File: src/rtl/l2_dmem_bank_ctrl.sv
// Request front-end for one single-port L2 data-memory bank: round-robin arbitration of two
// requesters onto the bank port, with a credit-protected response FIFO for read data.
module l2_dmem_bank_ctrl #(
  parameter int unsigned RspDepth = 2
) (
  input  logic                  clk_i,
  input  logic                  rst_i,
  input  logic [1:0]            req_valid_i,
  output logic [1:0]            req_ready_o,
  input  logic [1:0]            req_we_i,
  input  logic [1:0][9:0]       req_addr_i,
  input  logic [1:0][255:0]     req_wdata_i,
  output logic                  rsp_valid_o,
  input  logic                  rsp_ready_i,
  output logic                  rsp_id_o,
  output logic [255:0]          rsp_data_o,
  output logic                  ce_o,
  output logic                  we_o,
  output logic [9:0]            addr_o,
  output logic [255:0]          wr_data_o,
  input  logic [255:0]          rd_data_i
);

  localparam int unsigned OccW = $clog2(RspDepth + 1);
  localparam int unsigned PtrW = (RspDepth > 1) ? $clog2(RspDepth) : 1;
  localparam logic [OccW:0]   DepthW = (OccW + 1)'(RspDepth);
  localparam logic [OccW-1:0] FullW  = OccW'(RspDepth);

  typedef struct packed {
    logic         id;
    logic [255:0] data;
  } rsp_t;

  rsp_t            fifo_q [RspDepth];
  logic [PtrW-1:0] wr_ptr_q, rd_ptr_q;
  logic [OccW-1:0] occ_q, occ_d;
  logic            ptr_q;
  logic            inflight_q, inflight_id_q;

  logic            push, pop, credit, grant_any, gnt_idx;
  logic [1:0]      elig;
  logic [OccW:0]   pending;
  rsp_t            head;

  function automatic logic [PtrW-1:0] ptr_inc(input logic [PtrW-1:0] p);
    return (p == PtrW'(RspDepth - 1)) ? '0 : p + PtrW'(1);
  endfunction

  assign push = inflight_q;
  assign pop  = rsp_valid_o & rsp_ready_i;

  // Slots committed once this cycle settles; a same-cycle pop frees one immediately.
  assign pending = {1'b0, occ_q} + {{OccW{1'b0}}, inflight_q} - {{OccW{1'b0}}, pop};
  assign credit  = (pending < DepthW);
  assign elig    = req_valid_i & (req_we_i | {2{credit}}) & {2{~rst_i}};

  always_comb begin
    grant_any = |elig;
    gnt_idx   = (elig == 2'b11) ? ptr_q : elig[1];
    req_ready_o = grant_any ? (2'b01 << gnt_idx) : 2'b00;
    ce_o      = grant_any;
    we_o      = grant_any & req_we_i[gnt_idx];
    addr_o    = grant_any ? req_addr_i[gnt_idx] : '0;
    wr_data_o = grant_any ? req_wdata_i[gnt_idx] : '0;
  end

  always_comb begin
    occ_d = occ_q;
    if (push && !pop) begin
      occ_d = occ_q + OccW'(1);
    end else if (pop && !push) begin
      occ_d = occ_q - OccW'(1);
    end
  end

  assign head        = fifo_q[rd_ptr_q];
  assign rsp_valid_o = (occ_q != '0) & ~rst_i;
  assign rsp_id_o    = rsp_valid_o & head.id;
  assign rsp_data_o  = rsp_valid_o ? head.data : '0;

  always_ff @(posedge clk_i) begin
    if (rst_i) begin
      ptr_q         <= 1'b0;
      occ_q         <= '0;
      wr_ptr_q      <= '0;
      rd_ptr_q      <= '0;
      inflight_q    <= 1'b0;
      inflight_id_q <= 1'b0;
    end else begin
      if (grant_any) begin
        ptr_q <= ~gnt_idx;
      end
      inflight_q    <= grant_any & ~req_we_i[gnt_idx];
      inflight_id_q <= gnt_idx;
      if (push) begin
        wr_ptr_q <= ptr_inc(wr_ptr_q);
      end
      if (pop) begin
        rd_ptr_q <= ptr_inc(rd_ptr_q);
      end
      occ_q <= occ_d;
    end
  end

  // Payload storage needs no reset; validity is tracked by occ_q.
  always_ff @(posedge clk_i) begin
    if (push && !rst_i) begin
      fifo_q[wr_ptr_q] <= '{id: inflight_id_q, data: rd_data_i};
    end
  end

  a_no_overflow: assert property (@(posedge clk_i) disable iff (rst_i)
    !(push && !pop && occ_q == FullW));

endmodule

File: config.mk
export PLATFORM = sky130hd
export DESIGN_NAME = l2_dmem_bank_ctrl
export DESIGN_NICKNAME = d
export VERILOG_FILES = /design/src/rtl/l2_dmem_bank_ctrl.sv
export SDC_FILE = /design/constraint.sdc
export NUM_CORES = 1
export LEC_CHECK = 0
export ABC_AREA = 1
export CELL_PAD_IN_SITES_DETAIL_PLACEMENT = 0
export CELL_PAD_IN_SITES_GLOBAL_PLACEMENT = 1
export CORE_AREA = 5 5 506 508
export CTS_CLUSTER_SIZE = 25
export DETAILED_ROUTE_END_ITERATION = 7
export DIE_AREA = 0 0 511 513
export PLACE_DENSITY_LB_ADDON = 0.1
export SYNTH_ARGS = -nofsm -noshare
export SYNTH_HDL_FRONTEND = slang
export SYNTH_SLANG_ARGS = --single-unit
File: constraint.sdc
create_clock -name clk_i -period 33.7 [get_ports clk_i]
set_input_delay 6.74 -clock clk_i [delete_from_list [all_inputs] [get_ports clk_i]]
set_output_delay 6.74 -clock clk_i [all_outputs]
set_load 0.02 [all_outputs]
==> reports/qor.csv <==
metric,value,unit
critPathCaptureType,output port,
synthAdderAreaFrac,0.181,%
yosysUniqueCellTypes,26,
switchingPower,0.835,mW
vias,22800,
finalHoldViolations,0,
num_rows,184,
cts_buffer_depth,3,
holdBufCountCts,0,
viasPerCell,3.25,
drive_above_1_share,11.0,%
synth_top_cell_by_area,edfxtp_1,
placed_area,41800,um2
ys_top_cells_by_area,"edfxtp_1 (62%), nand2_1 (12%), mux2_2 (12%), nand3_1 (5.4%), inv_1 (4.1%)",
power_frac_seq,32.1,%
synth-edff-count,514,
critPathRequiredTime,26960,ps
yosys_warnings,0,
syn-num-nets,3093,
cp.arrival,12840,ps
start_kind,input port,
nets,4365,
die_area,262000,um2
dieWidth,511,um
final_common_cell,clkdlybuf4s50_1,
hold_class,flop to flop,
tritoncts,built,
synth_top_family_by_area,simple AND/OR/NAND/NOR gates,
n_fill_cell,27900,
antenna_found_initial,182,
wl_met3,20.9,mm
synth_compound_area_share,0.181,%
h-tree-depth,3,
drt_drc_violations_left,0,
yosys_register_bits,522,
cts.sinks,522,
clkPwrFrac,31.6,%
critPathKind,input port to output port,
layout_common_cells,"clkdlybuf4s50_1 (1322), nand2_1 (794), edfxtp_1 (514)",
grt_pass1_vias,23700,
leakage,16.9,nW
die_height,513,um
grt_pass1_wl,275,mm
cts_resized,0,
fmax,0.0511,GHz
route.met2.wl,113,mm
critical_path.max_stage_delay,760,ps
cpMaxStageDelayCell,buf_4,
peakVddDrop,0.0308,mV
drt_iter0_markers,1208,
fp.coreArea,251000,um2
yosys_most_used_dff,edfxtp_1,
drt-total-wl,220,mm
ant_nets,0,
hpwl,183,mm
finalCritPeriodShare,58.1,%
wire_per_inst,31.4,um
synthMuxAreaShare,11.6,%
crit_fanout,134,
post_cts_buffers,0,
grt_use_total,16.1,%
async_flop_share,0,%
synthSimpleGateAreaFrac,17.9,%
tns,0,ps
cap_violations,0,
synth_top_area_share,61.9,%
power_density,53.2,nW/um2
p_sw_share,35.5,%
synth_area,24900,um2
fin_skew,38.8,ps
synthToLayoutAreaGrowth,77.1,%
avgSynthCellArea,10.9,um2
path_cells,"clkdlybuf4s50_1, a21oi_4, nand2_1, inv_1, ha_1, nor2_1, fa_1, inv_1, nand3_2, nand2_1, nand2_1, nor2_4, nand2_8, clkinv_8, buf_4, nand2_1, nand2_1, clkdlybuf4s50_1",
setup_violations,0,
cts_root_buf,clkbuf_16,
cpMostUsedCell,nand2_1,
numCtsBuffers,69,
gp_congestion,0.959,
pwr-share-comb,36.3,%
yosysSeqAreaShare,62.6,%
fin_worst_hold_slack,434,ps
p_int,1.51,mW
rsz0062_at_grt,false,
synth_xor_area_share,0.0351,%
finalMaxSlewViolations,0,
postSynthCellCount,2295,
port_buffers,1322,
min_period,19580,ps
total_power,2.35,mW
clk_pin_slew,50,ps
top_layer,met5,
first_pass_iters,5,
clk_latency,660,ps
relSlewSlack,23.0,%
grt_overflow,0,
stdcell_area,44100,um2
io_pins,1323,
met1Wirelength,79.1,mm
initial_core_util,9.94,%
grt_max_degree,142,
outcome,"complete, no violations",
tightest_slew,1150,ps
==> power groups by stage <==
| stage | registers (mW) | clock network, mW | logic (mW) |
|---|---|---|---|
| after global placement | 0.768 | 0 | 0.885 |
| after CTS | 0.754 | 0.789 | 0.883 |
| after detailed placement | 0.768 | 0 | 0.877 |
| after global routing | 0.756 | 0.809 | 0.902 |
| final | 0.754 | 0.744 | 0.853 |
| after floorplan | 0.776 | 0 | 0.357 |
==> sequential cells by signal, indices dropped and copies added, names as in the netlist, named ones only <==
register and flops:
ptr_q 1, rd_ptr_q 1, occ_q 2, inflight_id_q 1
fifo_q 514, inflight_q 1, wr_ptr_q 1
==> worst max-delay path, delay by kind of cell <==
family | cells | cell delay [ps]
AO/OA/AOI/OAI | 1 | 300
AND/OR/NAND/NOR | 9 | 1860
adder cells (fa/ha/maj) | 2 | 690
buffers and inverters | 6 | 3070
==> Yosys cell counts, types with 2 or more instances <==
library cell	n
dfxtp_1	8
buf_4	12
buf_2	92
nand3_1	269
mux2_2	257
o21ai_0	3
buf_8	2
nand2_1	794
inv_1	270
nand2_2	10
clkbuf_1	23
buf_6	15
a21oi_1	6
ha_1	2
edfxtp_1	514
nor2_1	8
==> layout make-up <==
| cell class | count | area [um2] | area share (%) |
|---|---|---|---|
| Inverter | 272 | 1030 | 2.34 |
| Timing Repair Buffer | 1346 | 13500 | 30.5 |
| Clock inverter | 41 | 450 | 1.02 |
| Tap cell | 3348 | 4190 | 9.49 |
| Clock buffer | 83 | 1800 | 4.08 |
| Antenna cell | 42 | 105 | 0.238 |
| Sequential cell | 522 | 15600 | 35.3 |
| Multi-Input combinational cell | 1356 | 7510 | 17.0 |
==> metal layers <==
layer,up-vias,global-route usage (%)
met5,-,0
met4,96,4.38
met3,394,7.06
met2,1140,29.4
met1,10900,16.6
li1,10200,-
==> kinds of logic after synthesis <==
family	after synthesis
buf+inv	417
mux	257
flops	522
compound gates	9
xor+xnor	1
fa+ha+maj	3
simple gates	1086
==> path summary, 6_finish.rpt <==
check                                   start        endpoint  slack [ps]  depth (start not counted)
worst max-delay path                    rst_i    wr_data_o[6]       14120                         18
worst min-delay path            inflight_id_q  fifo_q[1][256]         430                          0
worst max register to register     inflight_q   fifo_q[0][46]       29760                          5
worst min register to register  inflight_id_q  fifo_q[1][256]         430                          0
==> stage by stage <==
stage,cells,setup WS (ps),util (%)
final,7010,14120,17.6
after floorplan,2295,8310,-
after detailed placement,6844,13990,16.7
after global routing,6977,13640,17.6
after global placement,6844,13980,16.7
after CTS,6968,13980,17.6
No activity file was read; power rests on OpenSTA's default activity.
